`config.mk`:
```
export PLATFORM = sky130hd
export DESIGN_NAME = imem_loader
export DESIGN_NICKNAME = d
export VERILOG_FILES = /design/src/rtl/imem_loader.sv
export SDC_FILE = /design/constraint.sdc
export NUM_CORES = 1
export LEC_CHECK = 0
export CORE_AREA = 4 4 79 81
export CTS_CLUSTER_DIAMETER = 120
export CTS_CLUSTER_SIZE = 12
export DETAILED_ROUTE_END_ITERATION = 16
export DIE_AREA = 0 0 83 85
export PLACE_DENSITY = 0.8
export SYNTH_ARGS = -nofsm -noshare
export SYNTH_HDL_FRONTEND = slang
export SYNTH_SLANG_ARGS = --single-unit
```
`constraint.sdc`:
```
create_clock -name clk -period 2.8 [get_ports clk]
set_input_delay 0.56 -clock clk [delete_from_list [all_inputs] [get_ports clk]]
set_output_delay 0.56 -clock clk [all_outputs]
set_load 0.03 [all_outputs]
```
`src/rtl/imem_loader.sv`:
```
// Byte-stream loader for instruction memory: assembles little-endian bytes into
// 32-bit words and writes them to consecutive word addresses starting at 0.
module imem_loader #(
  parameter int unsigned DEPTH = 32
) (
  input  logic                     clk,
  input  logic                     reset,
  input  logic                     start,
  input  logic                     byte_valid,
  input  logic [7:0]               byte_data,
  input  logic                     byte_last,
  output logic                     byte_ready,
  output logic                     we,
  output logic [31:0]              wa,
  output logic [31:0]              wd,
  output logic                     busy,
  output logic                     done,
  output logic [$clog2(DEPTH):0]   words
);

  localparam int unsigned AW = $clog2(DEPTH);

  typedef enum logic [1:0] {
    S_IDLE,
    S_RECV,
    S_WRITE,
    S_DONE
  } state_t;

  state_t        state_q, state_d;
  logic [AW-1:0] index_q, index_d;
  logic [1:0]    lane_q,  lane_d;
  logic [31:0]   asm_q,   asm_d;
  logic [AW:0]   words_q, words_d;
  logic          last_q,  last_d;

  always_ff @(posedge clk) begin
    if (reset) begin
      state_q <= S_IDLE;
      index_q <= '0;
      lane_q  <= '0;
      asm_q   <= '0;
      words_q <= '0;
      last_q  <= 1'b0;
    end else begin
      state_q <= state_d;
      index_q <= index_d;
      lane_q  <= lane_d;
      asm_q   <= asm_d;
      words_q <= words_d;
      last_q  <= last_d;
    end
  end

  always_comb begin
    state_d = state_q;
    index_d = index_q;
    lane_d  = lane_q;
    asm_d   = asm_q;
    words_d = words_q;
    last_d  = last_q;
    unique case (state_q)
      S_IDLE, S_DONE: begin
        if (start) begin
          state_d = S_RECV;
          index_d = '0;
          lane_d  = '0;
          asm_d   = '0;
          words_d = '0;
          last_d  = 1'b0;
        end
      end
      S_RECV: begin
        if (byte_valid) begin
          asm_d[8*lane_q +: 8] = byte_data;
          lane_d = lane_q + 2'd1;
          last_d = byte_last;
          if (lane_q == 2'd3 || byte_last) state_d = S_WRITE;
        end
      end
      S_WRITE: begin
        index_d = index_q + 1'b1;
        words_d = words_q + 1'b1;
        lane_d  = '0;
        asm_d   = '0;
        // Memory full ends the load just like an explicit last byte.
        if (last_q || index_q == AW'(DEPTH - 1)) state_d = S_DONE;
        else                                      state_d = S_RECV;
      end
      default: state_d = S_IDLE;
    endcase
  end

  always_comb begin
    byte_ready = (state_q == S_RECV);
    we         = (state_q == S_WRITE);
    busy       = (state_q == S_RECV) || (state_q == S_WRITE);
    done       = (state_q == S_DONE);
    words      = words_q;
    wa         = '0;
    wd         = '0;
    if (state_q == S_WRITE) begin
      wa = 32'({index_q, 2'b00});
      wd = asm_q;
    end
  end

endmodule

```
==> impl_metrics.ini, run 1 <==
[floorplanning]
fp.coreArea_um2 = 5470
die_height_um = 85
boundaryPins = 87
die_area_um2 = 7060
rows = 27
initial_core_util = 0.492
die_w_um = 83

[sta]
fin_crit_ns = 2.52
skew_ns = 0.00834
setup_viol = 0
fin_tns_setup_ns = 0
fmaxAchievable_ghz = 0.397
finalMaxSlewViolations = 0
max_slew.worst_pin.slew_ns = 0.662
max_slew_margin = 0.557
rsz0062_at_grt = false
timing_hold_violations_final = 0
finalCritPeriodShare = 0.899

[yosys]
syn-instance-count = 323
yosysSeqAreaShare = 0.357
synth.distinct_cells = 36
syn_area_um2 = 2690
ys_warn_count = 0
synth.ff_latch_count = 48
syn_area_per_cell_um2 = 8.34

[pwr]
powerDensity_nw_per_um2 = 468
p_leak_nw = 1.29
peakVddDrop_v = 0.000247

[place]
hpwl_mm = 4.34
placed_cells = 441
globalplace.congestion = 0.829
dpl-instance-area_um2 = 3230
port_buffers = 59

[detailed_routing]
remaining_drc_errors = 0
antenna_left = 0
dr.pass1.iters = 6
totalWireLength_mm = 6.01
drt_iter0_drc = 121
vias = 2245
viasPerCell = 5.00
routedWlPerCell_um = 13.4

[final_layout]
register_area_um2 = 961
final_nets = 402
syn_to_final_growth_pct = 23.9
final_cells = 449
multi_input_area_um2 = 1520
diodes = 0
drive_above_1_share = 0.0637
n_fill_cell = 495
design_area_um2 = 3340

[clock_network]
clk_latency_ns = 0.30
htree_levels = 2
post_cts_resized = 0
ctsHoldBuffers = 0
clkSinkCount = 48
tritoncts.num_buffers = 5
post_cts_buffers = 0
clk_path_buf_depth = 2
cts_tree = yes
root_buffer = clkbuf_8
clk_pin_slew_ns = 0.08

[worst_setup_path]
startpoint_type = flip-flop
crit_required_ns = 2.24
worstPathMaxFanout = 27
path_class = reg2out
end_kind = primary output
cp.arrival_ns = 1.96

[global_routing]
grt_start_max_net_pins = 28
grt_usage = 0.169
grt_pass1_vias = 2129
antenna_found_initial = 0
grt_pass1_wl_mm = 9.96
grt_overflow = 0

[run_status]
outcome = completed

[min_path]
hp-class = reg2reg

[job]
cap_violations = 0
==> layer usage <==
layer / global-route usage / share of wire
met5: 0 / 0
met4: 0.0446 / 0.011
met3: 0.0408 / 0.068
met2: 0.276 / 0.47
met1: 0.225 / 0.45
==> cell type report <==
| cell class | count | share of cell area |
|---|---|---|
| Multi-Input combinational cell | 249 | 0.456 |
| Inverter | 8 | 0.00900 |
| Sequential cell | 48 | 0.288 |
| Clock buffer | 6 | 0.0217 |
| Tap cell | 72 | 0.0270 |
| Clock inverter | 2 | 0.0105 |
| Timing Repair Buffer | 64 | 0.188 |
==> layout by cell type (no fill, tap or decap), types with 6 or more instances in the layout <==
master	count
clkdlybuf4s50_1	59
dfxtp_1	48
and2_1	46
a21oi_1	29
conb_1	27
nor2_1	25
nand2_1	21
nand4_1	19
nand2b_1	17
ha_1	13
nand3_1	8
mux2i_1	8
inv_1	7
xor2_1	6
==> metrics by stage <==
| stage | util | total power, mW | hold WS, ns | setup WS (ns) |
|---|---|---|---|---|
| after CTS | 0.610 | 1.57 | 0.465 | 0.255 |
| final | 0.610 | 1.56 | 0.459 | 0.282 |
| after global routing | 0.610 | 1.64 | 0.483 | 0.155 |
| after global placement | 0.590 | 1.08 | 0.449 | 0.625 |
| after floorplan | - | 1.03 | 0.427 | 0.673 |
| after detailed placement | 0.590 | 1.08 | 0.453 | 0.579 |
==> cells in the mapped netlist <==
cell,number,area (um2)
a211oi_1,1,7.51
a21o_2,1,8.76
a21oi_1,29,145
a21oi_2,3,26.3
a21oi_4,1,16.3
a22oi_1,4,30.0
a31o_2,1,8.76
a31oi_1,1,6.26
and2_1,46,288
and2b_4,1,10.0
and3_1,2,12.5
and4bb_2,1,12.5
buf_1,1,3.75
buf_2,4,20.0
buf_4,29,218
clkbuf_1,10,37.5
conb_1,1,3.75
dfxtp_1,48,961
ha_1,13,163
inv_1,7,26.3
inv_2,1,3.75
mux2_2,1,11.3
mux2i_1,8,80.1
nand2_1,21,78.8
nand2b_1,17,106
nand3_1,8,40.0
nand4_1,19,119
nor2_1,25,93.8
nor2b_1,1,6.26
nor3_1,3,15.0
nor3b_4,1,18.8
nor4_4,1,21.3
o211ai_1,2,15.0
o21ai_0,4,20.0
o22ai_1,1,6.26
xor2_1,6,52.6
==> critical path, stage by stage, from the launching register on <==
cell,delay [ns]
dfxtp_1,0.42
inv_1,0.07
ha_1,0.20
buf_4,0.20
and2_1,0.18
clkdlybuf4s50_1,0.59
==> worst paths after layout <==
path	start	endpoint	slack, ns	cells after the start
worst min register to register	asm_q[28]	asm_q[28]	0.46	2
worst max register to register	lane_q[0]	asm_q[18]	0.73	5
worst max-delay path	state_q[0]	wd[15]	0.28	5
worst min-delay path	asm_q[28]	asm_q[28]	0.46	2
==> sequential cells by signal (all words and copies together) (netlist names) <==
signal	count
index_q	5
lane_q	2
last_q	1
words	6
state_q	2
asm_q	32
==> logic make-up (layout without fill, tap and decap cells) <==
logic type	count (synthesis)	after routing	share of synthesized area
AO/OA/AOI/OAI	48	48	0.108
other	1	27	0.00139
multiplexers	9	9	0.0339
XOR/XNOR	6	6	0.0195
buffers and inverters	52	80	0.115
AND/OR/NAND/NOR	146	146	0.305
adder cells (fa/ha/maj)	13	13	0.0604
flip-flops	48	48	0.357
==> where the power goes <==
| group | total, mW | leakage (nW) | switching (mW) | internal, mW |
|---|---|---|---|---|
| Sequential | 0.710 | 0.387 | 0.0131 | 0.697 |
| Clock | 0.489 | 0.0552 | 0.224 | 0.265 |
| Combinational | 0.364 | 0.847 | 0.244 | 0.120 |
(Power assumes the default switching activity.)
==> run 2, diff against run 1 <==
Settings changed: CORE_AREA 4 4 79 81 to 2 2 77 79, DIE_AREA 0 0 83 85 to 0 0 79 81.
Clock period 2.8 ns to 3.2 ns, I/O delays scaled along.
==> run 2 against run 1 <==
Against the previous run: largest cell class unchanged; first-iteration DRC count increased by 4.1%; design area shrank 0.71%; clock skew decreased by 0.0021 ns; clock power shrank 27%; core utilization is 2.6 points lower; via count up 0.89%; cell count is 0.45% higher; routed wire length shrank 2.4%.
==> impl_metrics.ini, run 2 (same netlist as run 1, synthesis figures left out) <==
[detailed_routing]
top_layer = met4
met1_length_mm = 2.63
routedWlPerCell_um = 13.0
vias = 2265
totalWireLength_mm = 5.87
antenna_left = 0
drt_iter0_drc = 126
wl_met2_mm = 2.79
wl_met3_um = 376
dr.pass1.iters = 4
viasPerCell = 5.02
remaining_drc_errors = 0

[worst_setup_path]
cp.arrival_ns = 2.36
crit_slowest_cell = clkdlybuf4s50_1
startpoint_type = flip-flop
crit_family = buffers and inverters
r2r-end = asm_q[14]
max_stage_delay_ns = 0.67
reg2reg_slack_ns = 1.10
worstPathMaxFanout = 26
worstPathCellList = inv_1 > ha_1 > buf_4 > and2_1 > clkdlybuf4s50_1
reg2reg_depth = 5
end_kind = primary output
path_buf_inv = 3
path_class = reg2out
crit_required_ns = 2.56
rr_startpoint = lane_q[0]

[final_layout]
max_flop_register = asm_q
layout_commonest_cell = clkdlybuf4s50_1
diodes = 0
final_nets = 401
multi_input_area_um2 = 1520
syn_to_final_growth_pct = 23.0
register_area_um2 = 961
largest_reg_flops = 32
final_cell_mix = clkdlybuf4s50_1, dfxtp_1, and2_1
drive_above_1_share = 0.0638
final_cells = 451
n_fill_cell = 534

[sta]
fin_ws_ns = 0.196
skew_ns = 0.00620
timing_hold_violations_final = 0
rsz0062_at_grt = false
fmaxAchievable_ghz = 0.333
max_slew.worst_pin.slew_ns = 0.728
finalCritPeriodShare = 0.939
fin_crit_ns = 3.00
setup_viol = 0
max_slew_margin = 0.513
fin_tns_setup_ns = 0
finalMaxSlewViolations = 0

[run_status]
outcome = completed

[place]
placed_cells = 443
pre_cts_ws_ns = 0.523
globalplace.congestion = 0.821
port_buffers = 59
hpwl_mm = 4.26

[clock_network]
post_cts_resized = 0
post_cts_buffers = 0
clk_pin_slew_ns = 0.09
tritoncts.num_buffers = 5
cts_tree = yes
htree_levels = 2
ctsHoldBuffers = 0
clk_path_buf_depth = 2
clk_latency_ns = 0.30
root_buffer = clkbuf_8
clkSinkCount = 48

[global_routing]
grt_overflow = 0
antenna_found_initial = 0
grt_start_max_net_pins = 27
grt_pass1_vias = 2090
grt_usage = 0.187
grt_pass1_wl_mm = 9.62

[pwr]
peakVddDrop_v = 0.000218
p_leak_nw = 1.28
powerDensity_nw_per_um2 = 390

[min_path]
hold_end = asm_q[30]
hp-class = reg2reg
min_from = asm_q[30]
whs_path_depth = 2

[floorplanning]
die_height_um = 81
boundaryPins = 87
fp.coreArea_um2 = 5680
rows = 28
initial_core_util = 0.474
die_w_um = 79
die_area_um2 = 6400

[job]
cap_violations = 0
==> run 2: how the worst max path moves through the flow <==
stage / startpoint / end / slack, ns / cells after the start
global placement: state_q[0] / wd[9] / 0.62 / 5
detailed placement: state_q[0] / wd[7] / 0.52 / 5
floorplan: state_q[0] / wa[2] / 0.99 / 5
finish: state_q[0] / wd[10] / 0.20 / 5
global route: state_q[0] / wd[7] / 0.03 / 5
CTS: state_q[0] / wd[7] / 0.18 / 5
==> run 2: cell type report <==
type,instances,share of cell area
Multi-Input combinational cell,249,0.459
Sequential cell,48,0.290
Timing Repair Buffer,63,0.187
Tap cell,75,0.0283
Clock buffer,5,0.0208
Inverter,8,0.00906
Clock inverter,3,0.00566
==> run 2: power by group <==
group,internal [mW],switching [mW],leakage (nW)
Combinational,0.104,0.211,0.841
Clock,0.153,0.205,0.0479
Sequential,0.610,0.0113,0.387
==> run 2: metal layers <==
| metal | global-route usage | vias to the layer above |
|---|---|---|
| met4 | 0.0552 | 0 |
| met1 | 0.234 | 1044 |
| li1 | - | 1137 |
| met3 | 0.0422 | 8 |
| met5 | 0 | - |
| met2 | 0.325 | 76 |
==> run 2: stage by stage <==
stage | total power, mW | instance area [um2] | hold slack (ns) | utilization
finish | 1.29 | 3310 | 0.458 | 0.584
global route | 1.35 | 3310 | 0.478 | 0.584
CTS | 1.30 | 3310 | 0.459 | 0.584
detailed placement | 0.948 | 3230 | 0.447 | 0.568
global placement | 0.942 | 3230 | 0.442 | 0.568
floorplan | 0.902 | 2790 | 0.427 | -
==> run 2: worst min-delay path: stages, from the launching register on <==
cell	delay, ns
dfxtp_1	0.32
nand2_1	0.05
a21oi_1	0.05
==> run 3, diff against run 2 <==
Settings changed: CORE_AREA 2 2 77 79 to 2 2 70 72, DIE_AREA 0 0 79 81 to 0 0 72 74, DONT_BUFFER_PORTS set to 1, PLACE_DENSITY 0.8 to 0.71.
==> run 3 against run 2 <==
Against the previous run: core utilization grew 0.32 points; first-iteration DRC count rose by 4.8%; critical path depth down 1; sequential share of layout area rose by 6.6 points; fmax increased by 40%; sequential power hardly changed; via count down 12%; non-clock buffer count decreased by 60; register-to-register slack better by 0.03 ns; total power is 1.7% lower; worst setup slack improved by 0.85 ns; critical endpoint is now wd[18]; highest routed layer unchanged.
==> impl_metrics.ini, run 3 (same netlist as run 1, synthesis figures left out) <==
[place]
placed_cells = 362
hpwl_mm = 3.83
pre_cts_ws_ns = 1.19
globalplace.congestion = 0.820
port_buffers = 0
dpl-instance-area_um2 = 2600

[detailed_routing]
vias = 1991
top_layer = met4
antenna_left = 0
routedWlPerCell_um = 14.5
met1_length_mm = 2.39
wl_met2_mm = 2.58
wl_met3_um = 331
totalWireLength_mm = 5.37
remaining_drc_errors = 0
dr.pass1.iters = 4
viasPerCell = 5.38
drt_iter0_drc = 132

[sta]
timing_hold_violations_final = 0
max_slew_margin = 0.571
finalCritPeriodShare = 0.672
fmaxAchievable_ghz = 0.465
fin_tns_setup_ns = 0
rsz0062_at_grt = false
max_slew.worst_pin.slew_ns = 0.642
hold-worst-slack_ns = 0.395
fin_ws_ns = 1.05
finalMaxSlewViolations = 0
fin_crit_ns = 2.15
setup_viol = 0
skew_ns = 0.00695

[clock_network]
clk_pin_slew_ns = 0.09
clk_path_buf_depth = 2
cts_tree = yes
tritoncts.num_buffers = 5
htree_levels = 2
root_buffer = clkbuf_8
clk_latency_ns = 0.30
clkSinkCount = 48
post_cts_buffers = 0
ctsHoldBuffers = 0
post_cts_resized = 0

[pwr]
powerDensity_nw_per_um2 = 471
peakVddDrop_v = 0.000267
power.total_mw = 1.27
p_leak_nw = 1.06

[worst_setup_path]
cp.arrival_ns = 1.51
end_kind = primary output
startpoint_type = flip-flop
max_stage_delay_ns = 0.43
path_buf_inv = 2
crit_required_ns = 2.56
path_class = reg2out
worstPathCellList = inv_1 > ha_1 > buf_4 > and2_1
worstPathMaxFanout = 17
crit_slowest_cell = dfxtp_1
crit_family = flip-flops

[final_layout]
diodes = 0
final_nets = 341
layout_commonest_cell = dfxtp_1
largest_reg_flops = 32
syn_to_final_growth_pct = 0.232
design_area_um2 = 2700
max_flop_register = asm_q
n_fill_cell = 420
drive_above_1_share = 0.0728
final_cells = 370
fin_util = 0.587
final_cell_mix = dfxtp_1, and2_1, a21oi_1

[floorplanning]
die_w_um = 72
die_area_um2 = 5330
rows = 25
die_height_um = 74
initial_core_util = 0.586
fp.coreArea_um2 = 4600
boundaryPins = 87

[min_path]
hp-class = in2reg

[global_routing]
antenna_found_initial = 0
grt_start_max_net_pins = 44
grt_pass1_wl_mm = 8.38
grt_usage = 0.203
grt_pass1_vias = 1765
grt_overflow = 0

[job]
cap_violations = 0

[run_status]
outcome = completed
## run 3: cell types whose count changed in the layout (fill, tap and decap cells not counted)
cell / delta
clkinv_4: -1
clkinv_2: -2
clkbuf_8: +1
clkdlybuf4s50_1: -59
clkinvlp_4: +2
buf_4: -1
## run 3: path summary, 6_finish.rpt
kind	from	to	slack [ns]	cells past startpoint
max	state_q[0]	wd[18]	1.05	4
min	reset	asm_q[23]	0.39	1
max reg2reg	lane_q[0]	asm_q[16]	1.13	5
min reg2reg	asm_q[31]	asm_q[31]	0.45	2
## run 3: final cells by class
| class | instances | area [um2] | area share |
|---|---|---|---|
| timing repair buffer | 3 | 22.5 | 0.00834 |
| sequential | 48 | 961 | 0.356 |
| clock inverter | 2 | 15.0 | 0.00556 |
| multi-input combinational | 249 | 1520 | 0.563 |
| inverter | 8 | 30.0 | 0.0111 |
| clock buffer | 6 | 82.6 | 0.0306 |
| tap | 54 | 67.6 | 0.0250 |
## run 3: metal layers
metal | up-vias | GRT usage
met5 | - | 0
met4 | 0 | 0.0692
met3 | 7 | 0.0556
met2 | 61 | 0.334
met1 | 920 | 0.260
li1 | 1003 | -
## run 3: power by group
part	leakage (nW)	total (mW)	internal [mW]	switching (mW)
clock network	0.0434	0.381	0.175	0.206
logic	0.630	0.269	0.0785	0.190
registers	0.387	0.622	0.610	0.0120
